<file path="src/rtl/result_drain_pkg.sv">
// Shared types and constants for the result_drain serializer and its set FIFO.
package result_drain_pkg;

    localparam int unsigned ACC_WIDTH_DEF = 9;
    localparam int unsigned ELEMS_PER_SET = 4;

    typedef logic [1:0] elem_idx_t;

    typedef enum logic {
        IDLE = 1'b0,
        SEND = 1'b1
    } state_t;

endpackage

</file>
<file path="src/rtl/result_drain_fifo.sv">
// Set storage for result_drain: DEPTH slots of one 2x2 result set each.
module result_drain_fifo
    import result_drain_pkg::*;
#(
    parameter int unsigned ACC_WIDTH = ACC_WIDTH_DEF,
    parameter int unsigned DEPTH     = 2,
    localparam int unsigned PTR_W    = $clog2(DEPTH),
    localparam int unsigned CNT_W    = $clog2(DEPTH + 1)
) (
    input  logic                                    clk,
    input  logic                                    rstn,
    input  logic                                    push,
    input  logic                                    pop,
    input  logic [ELEMS_PER_SET-1:0][ACC_WIDTH-1:0] wr_set,
    output logic [ELEMS_PER_SET-1:0][ACC_WIDTH-1:0] head_set,
    output logic [ELEMS_PER_SET-1:0][ACC_WIDTH-1:0] next_set,
    output logic                                    full,
    output logic                                    empty,
    output logic [CNT_W-1:0]                        count
);

    logic [ELEMS_PER_SET-1:0][ACC_WIDTH-1:0] mem [DEPTH];
    logic [PTR_W-1:0] wr_ptr;
    logic [PTR_W-1:0] rd_ptr;
    logic [PTR_W-1:0] rd_nxt;
    logic             push_ok;
    logic             pop_ok;

    assign full     = (count == CNT_W'(DEPTH));
    assign empty    = (count == '0);
    // A push into a full buffer is legal when the head slot is freed on the same edge.
    assign push_ok  = push && (!full || pop);
    assign pop_ok   = pop && !empty;
    assign rd_nxt   = rd_ptr + PTR_W'(1);
    assign head_set = mem[rd_ptr];
    assign next_set = mem[rd_nxt];

    always_ff @(posedge clk) begin
        if (push_ok) begin
            mem[wr_ptr] <= wr_set;
        end
    end

    always_ff @(posedge clk or negedge rstn) begin
        if (!rstn) begin
            wr_ptr <= '0;
            rd_ptr <= '0;
            count  <= '0;
        end else begin
            if (push_ok) begin
                wr_ptr <= wr_ptr + PTR_W'(1);
            end
            if (pop_ok) begin
                rd_ptr <= rd_nxt;
            end
            case ({push_ok, pop_ok})
                2'b10:   count <= count + CNT_W'(1);
                2'b01:   count <= count - CNT_W'(1);
                default: count <= count;
            endcase
        end
    end

endmodule

</file>
<file path="src/rtl/result_drain.sv">
// Buffers 2x2 result sets and serializes them c00,c01,c10,c11 onto a valid/ready stream.
// Optional out_parity port is enabled by defining RESULT_DRAIN_PARITY_EN.
module result_drain
    import result_drain_pkg::*;
#(
    parameter int unsigned ACC_WIDTH = ACC_WIDTH_DEF,
    parameter int unsigned DEPTH     = 2
) (
    input  logic                 clk,
    input  logic                 rstn,
    input  logic                 in_valid,
    input  logic [ACC_WIDTH-1:0] c00,
    input  logic [ACC_WIDTH-1:0] c01,
    input  logic [ACC_WIDTH-1:0] c10,
    input  logic [ACC_WIDTH-1:0] c11,
    output logic                 out_valid,
    input  logic                 out_ready,
    output logic [ACC_WIDTH-1:0] out_data,
    output logic [1:0]           out_idx,
    output logic                 out_last,
    output logic                 drop_err
`ifdef RESULT_DRAIN_PARITY_EN
    ,
    output logic                 out_parity
`endif
);

    localparam int unsigned CNT_W = $clog2(DEPTH + 1);

    state_t                                  state;
    logic                                    armed;
    logic                                    push;
    logic                                    pop;
    logic                                    fifo_full;
    logic                                    fifo_empty;
    logic                                    more_than_one;
    logic [CNT_W-1:0]                        fifo_count;
    logic [ELEMS_PER_SET-1:0][ACC_WIDTH-1:0] wr_set;
    logic [ELEMS_PER_SET-1:0][ACC_WIDTH-1:0] head_set;
    logic [ELEMS_PER_SET-1:0][ACC_WIDTH-1:0] next_set;
    elem_idx_t                               nxt_idx;

    assign wr_set        = {c11, c10, c01, c00};
    assign pop           = out_valid && out_ready && out_last;
    assign push          = armed && in_valid && (!fifo_full || pop);
    assign more_than_one = (fifo_count > CNT_W'(1));
    assign nxt_idx       = out_idx + 2'd1;

    result_drain_fifo #(
        .ACC_WIDTH (ACC_WIDTH),
        .DEPTH     (DEPTH)
    ) u_fifo (
        .clk      (clk),
        .rstn     (rstn),
        .push     (push),
        .pop      (pop),
        .wr_set   (wr_set),
        .head_set (head_set),
        .next_set (next_set),
        .full     (fifo_full),
        .empty    (fifo_empty),
        .count    (fifo_count)
    );

    // Low for exactly the first edge after reset release, so that edge never captures.
    always_ff @(posedge clk or negedge rstn) begin
        if (!rstn) begin
            armed <= 1'b0;
        end else begin
            armed <= 1'b1;
        end
    end

    always_ff @(posedge clk or negedge rstn) begin
        if (!rstn) begin
            state     <= IDLE;
            out_valid <= 1'b0;
            out_data  <= '0;
            out_idx   <= '0;
            out_last  <= 1'b0;
            drop_err  <= 1'b0;
        end else begin
            if (armed && in_valid && fifo_full && !pop) begin
                drop_err <= 1'b1;
            end
            case (state)
                IDLE: begin
                    if (!fifo_empty) begin
                        out_valid <= 1'b1;
                        out_data  <= head_set[0];
                        out_idx   <= '0;
                        out_last  <= 1'b0;
                        state     <= SEND;
                    end
                end
                SEND: begin
                    if (out_ready) begin
                        if (out_last) begin
                            out_idx  <= '0;
                            out_last <= 1'b0;
                            // A set captured on this very edge is not in next_set yet; IDLE picks it up.
                            if (more_than_one) begin
                                out_data <= next_set[0];
                            end else begin
                                out_valid <= 1'b0;
                                state     <= IDLE;
                            end
                        end else begin
                            out_idx  <= nxt_idx;
                            out_data <= head_set[nxt_idx];
                            out_last <= (nxt_idx == 2'd3);
                        end
                    end
                end
                default: state <= IDLE;
            endcase
        end
    end

`ifdef RESULT_DRAIN_PARITY_EN
    assign out_parity = ^out_data;
`endif

endmodule

</file>
<file path="config.mk">
export PLATFORM = sky130hd
export DESIGN_NAME = result_drain
export DESIGN_NICKNAME = d
export VERILOG_FILES = /design/src/rtl/result_drain_pkg.sv /design/src/rtl/result_drain_fifo.sv /design/src/rtl/result_drain.sv
export SDC_FILE = /design/constraint.sdc
export NUM_CORES = 1
export LEC_CHECK = 0
export ABC_CLOCK_PERIOD_IN_PS = 7400
export CORE_MARGIN = 4
export CORE_UTILIZATION = 59
export DETAILED_ROUTE_END_ITERATION = 7
export GPL_TIMING_DRIVEN = 0
export PLACE_DENSITY_LB_ADDON = 0.2
export REMOVE_ABC_BUFFERS = 1
export SLEW_MARGIN = 15
export SYNTH_ARGS = -nofsm -noshare
export SYNTH_HDL_FRONTEND = slang
export SYNTH_SLANG_ARGS = --single-unit
</file>
<file path="constraint.sdc">
create_clock -name clk -period 7.4 [get_ports clk]
set_input_delay 1.48 -clock clk [delete_from_list [all_inputs] [get_ports clk]]
set_output_delay 1.48 -clock clk [all_outputs]
set_load 0.05 [all_outputs]
</file>
-- Yosys cells after proc, flatten, opt, wreduce, memory -nomap -nowiden
Memory sizes are Yosys's and may differ from the RTL's.
Cells that the tools add are included.
- add/subtract/negate cells: 5
- $lt $le $gt $ge: 2
- eq/ne operators: 9
- multiplexer cells: 28
- bitwise logic cells: 1
- reduce and logical (&&, ||, !) cells: 17
- operator list (operator ; number):
    $mux 9 ; 5
    $bmux 9 s2 ; 1
    $pmux 9 s2 ; 1
    $mux 1 ; 13
    $logic_and 1x1->1 ; 8
    $ne 2x2->1 const B ; 4
    $pmux 2 s2 ; 2
    $eq 2x2->1 const B ; 3
    $mux 2 ; 3
    $pmux 1 s2 ; 3
    $add 2x1->2 const B ; 2
    $reduce_and 4->1 ; 1
    $logic_not 1->1 ; 3
    $lt 2x3->1 const B ; 1
    $ne 3x2->1 const B ; 1
    $reduce_and 3->1 ; 1
    $add 1x1->1 const B ; 2
    $eq 2x1->1 const B ; 1
    $gt 2x1->1 const B ; 1
    $logic_not 2->1 ; 1
    $reduce_and 2->1 ; 1
    $reduce_bool 2->1 ; 1
    $sub 2x1->2 const B ; 1
    $logic_or 1x1->1 ; 1
    $not 1->1 ; 1
- register bits after elaboration: 20
- memory bits (writable): 72
- input bits: 40
- output and inout port bits: 14
- word-level logic and storage cells: 73
- memories kept: 1
- memories (memory ; words ; bits a word ; read ports ; clocked after Yosys merged registers in ; write ports ; line ; text):
    u_fifo.mem ; 2 ; 36 ; 2 ; 0 ; 1 ; result_drain_fifo.sv:22 ; logic [ELEMS_PER_SET-1:0][ACC_WIDTH-1:0] mem [DEPTH];

-- Logic depth before layout (Yosys ltp)
- depth after elaboration: 7
- depth in mapped cells: 9
- gate-level depth less buffers: 7

-- Cells and area by module
From an unflattened synthesis, not the netlist that was laid out.
- cells, all modules: 294
- area total of the unflattened synthesis: 4879.7 µm²
- modules (own cells, without submodules) (module ; instances ; cells an instance ; area each (µm²) ; sequential area each (µm²)):
    result_drain_fifo ; 1 ; 171 ; 3601.0 ; 2262.2
    result_drain ; 1 ; 123 ; 1278.7 ; 400.4

-- Least setup slack after synthesis
No wires, ideal clock.
- kind: input-to-reg
- from: in out_ready
- to: mem u_fifo.mem[0][0] (netlist name) (enable)
- library setup time: 429 ps
- data arrival time: 3373 ps
- data required time: 6971 ps
- path slack: 3598 ps
- stages on the path: 4
- path buffers: 0
- cell sequence: nand3_1 > nand2_1 > nand3_1 > nor2_1
- cells in the longest elaborated chain, start to end: 7
- ends and longest elaborated chain (what ; line ; text):
    from (decl) ; result_drain.sv:17 ; input logic out_ready,
    $logic_and 1x1->1 * (2 in a row) ; result_drain.sv:44 ; assign pop = out_valid && out_ready && out_last;
    $logic_or 1x1->1 * ; result_drain_fifo.sv:32, result_drain.sv:45 ;
    $logic_and 1x1->1 ; result_drain.sv:45 ; assign push = armed && in_valid && (!fifo_full || pop);
    $logic_and 1x1->1 * ; result_drain_fifo.sv:32 ; assign push_ok = push && (!full || pop);
    $mux 1 * ; result_drain_fifo.sv:39 ; if (push_ok) begin
    $mux 1 (implied by the code) * ; result_drain_fifo.sv:40 ; mem[wr_ptr] <= wr_set;
    to (decl) ; result_drain_fifo.sv:22 ;
Mark *: on every way between the ends. The rest lies on a longest branch, timed or not.

-- Final worst setup path
- from: reg out_last
- to: out out_last
- RTL lines (what ; line ; text):
    from (decl) ; result_drain.sv:20 ; output logic out_last,
    from (signal assigned) ; result_drain.sv:111 ; out_last <= (nxt_idx == 2'd3);
No word-level cell between the ends.

==> flow_metrics.tcl <==
set metrics [dict create \
    status "finished clean" \
    worstSetupEndpointType "output pin" \
    synthCells 250 \
    fill_cells 429 \
    pwr-share-seq_pct 39.2 \
    ys_types 34 \
    powerDensity_nw_per_um2 406 \
    fmax_mhz 281 \
    slowest_stage "clkdlybuf4s50_1" \
    place_congestion 0.770 \
    fin_util_pct 74.0 \
    slew_headroom_pct 37.3 \
    routedWlPerCell_um 20.1 \
    syn_avg_cell_area_um2 15.9 \
    slew_violations 0 \
    fin_setup_tns_ps 0 \
    regArea_um2 2660 \
    dp_hpwl_um 4970 \
    crit_family "buffers and inverters" \
    dr.pass1.iters 7 \
    grt.busiest_layer "met2" \
    finalHoldViolCount 0 \
    rows 29 \
    cts_resized 0 \
    overflow 0 \
    post_cts_buffers 0 \
    numCtsBuffers 9 \
    yosys_warnings 0 \
    area_delta_synth_final_pct 20.0 \
    p_int_mw 1.19 \
    async_reset_ff_share_pct 21.7 \
    final_area_um2 4780 \
    startpoint_type "register" \
    clockPowerShare_pct 15.7 \
    start_util_pct 61.7 \
    crit_arrival_ps 2080 \
    hold_path.class "register to register" \
    worst-path-buf-inv 1 \
    drc 0 \
    clkLatencyLatePin_ps 360 \
    required_ps 5920 \
    layout-drive-gt1-share_pct 13.0 \
    setup.worst_path.end "out_last" \
    die_y_um 90.2 \
    io_buffers 53 \
    p_leak_nw 1.72 \
    core_area_um2 6460 \
    clkTransAtPathRegs_ps 90 \
    worst_r2r_endpoint "out_data[7]" \
    path_class "register to output pin" \
    placed_area_um2 4600 \
    synth_seq_cells 92 \
    dp_cells 369 \
    die_area_um2 8130 \
    synth_edf_count 72 \
    worstReg2RegStart "out_idx[0]" \
    cp_max_fo 18 \
    nets 348 \
    clk_path_buf_depth 2 \
    viasPerCell 6.10 \
    postLayoutSetupSlackWorst_ps 3840 \
    antenna_cells 0 \
    grt_usage_pct 20.0 \
    num_vias 2350 \
    r2r_cells 6 \
    h-tree-depth 3 \
    p_switching_uw 750 \
    min_period_over_period_pct 48.1 \
    postCtsHoldBufs 0 \
    cpPeakStageDelay_ps 930 \
    ir_drop_mv 0.237 \
    synth_seq_area_share_pct 66.8 \
    routed_wl_um 7750 \
    rsz0062_at_grt "false" \
    clock-sinks 92 \
    setup_viol 0 \
    die_w_um 90.2 \
    worst_pin_slew_ps 938 \
    met3_usage_pct 4.34 \
    p_sw_share_pct 38.7 \
    cp.depth 1 \
    max_cap_viol_count 0 \
    netlist_area_um2 3980 \
    grt_use_met1_pct 24.9 \
    grt_max_degree 30 \
    multiInputGateArea_um2 1220 \
    grtUsageMet2_pct 33.5 \
    instances_no_fill 385 \
    fin_worst_skew_ps 10.7 \
    drt_iter0_drc 205 \
    pre_cts_ws_ps 3570 \
    grt_pass1_wl_um 12500 \
    ios 54 \
    cts_root_buf "clkbuf_8" \
    crit_start "out_last" \
    reg2reg_setup_slack_ps 4690 \
    ant_nets 0 \
    tritoncts "done" \
    p_comb_share_pct 45.1 \
    cp_cell_sequence "clkdlybuf4s50_1" \
    ys.flop_type "edfxtp_1" \
    fin_crit_ps 3560 \
    first_global_vias 2543 \
    antenna_found_initial 0 \
]
-- synthesized netlist by cell type (2+ instances only) --
master     count  area share [%]
edfxtp_1      72              54
mux2i_1       27             6.8
dfrtp_1       20              13
a21oi_1       19             2.4
o21ai_0       19             2.4
mux2_2        10             2.8
a2bb2oi_1      9             2.0
o2bb2ai_1      9             2.0
clkbuf_1       7            0.66
mux4_2         7             4.0
nor2_1         6            0.57
ha_1           5             1.6
inv_1          5            0.47
nor2b_1        4            0.63
buf_4          3            0.57
nand2_1        3            0.28
nand3_1        3            0.38
xnor2_1        3            0.66
a22o_1         2            0.44
mux4_1         2             1.3
o21ai_1        2            0.25
-- stage by stage --
stage,total power [mW],hold WS [ps]
final,1.94,482
after detailed placement,1.65,467
after floorplan,1.37,468
after CTS,1.95,483
after global placement,1.61,452
after global routing,2.05,515
-- layout by cell type (no fill, tap or decap), drive strengths merged, types with 9 or more instances in the layout --
cell type	count
mux4	9
clkdlybuf4s50	53
mux2i	27
a21oi	19
o2bb2ai	9
edfxtp	72
a2bb2oi	9
o21ai	21
dfrtp	20
mux2	10
clkbuf	10
-- worst min-delay path by stage --
stage / start / endpoint / slack, ps / cells past startpoint
final: drop_err / drop_err / 480 / 1
after CTS: drop_err / drop_err / 480 / 1
after floorplan: u_fifo.wr_ptr / u_fifo.wr_ptr / 470 / 1
after global placement: drop_err / drop_err / 450 / 1
after global routing: u_fifo.rd_ptr / u_fifo.rd_ptr / 520 / 1
after detailed placement: drop_err / drop_err / 470 / 1
-- sequential cells by signal, summed over array words and instances (netlist names) --
name,flops
u_fifo.wr_ptr,1
u_fifo.count,2
out_data,9
armed,1
out_idx,2
out_last,1
u_fifo.mem,72
state,1
out_valid,1
drop_err,1
u_fifo.rd_ptr,1
-- layer usage --
metal	wire, um	vias to the layer above
li1	-	1088
met1	3040	1163
met2	4080	87
met3	509	12
met4	114	0
met5	0	-
-- layout make-up --
cell class / instances / share of cell area [%]
sequential: 92 / 55.7
clock buffer: 10 / 2.67
clock inverter: 6 / 0.995
tap: 77 / 2.02
multi-input combinational: 139 / 25.5
inverter: 5 / 0.393
timing repair buffer: 56 / 12.7
-- kinds of logic after synthesis --
| logic type | after synthesis | synth area share (%) |
|---|---|---|
| AO/OA/AOI/OAI | 64 | 10.4 |
| XOR/XNOR | 4 | 0.880 |
| adder cells (fa/ha/maj) | 5 | 1.57 |
| buffers and inverters | 19 | 2.98 |
| flip-flops | 92 | 66.8 |
| multiplexers | 46 | 14.9 |
| other | 1 | 0.0941 |
| AND/OR/NAND/NOR | 19 | 2.32 |
-- power groups by stage --
stage | registers, mW | logic, mW | clock network, mW
2_1_floorplan | 0.897 | 0.474 | 0
3_3_place_gp | 0.806 | 0.800 | 0
3_5_place_dp | 0.771 | 0.877 | 0
4_1_cts | 0.760 | 0.879 | 0.311
5_1_grt | 0.775 | 0.941 | 0.333
6_report | 0.760 | 0.874 | 0.305
Power figures use the tool's default switching activity.
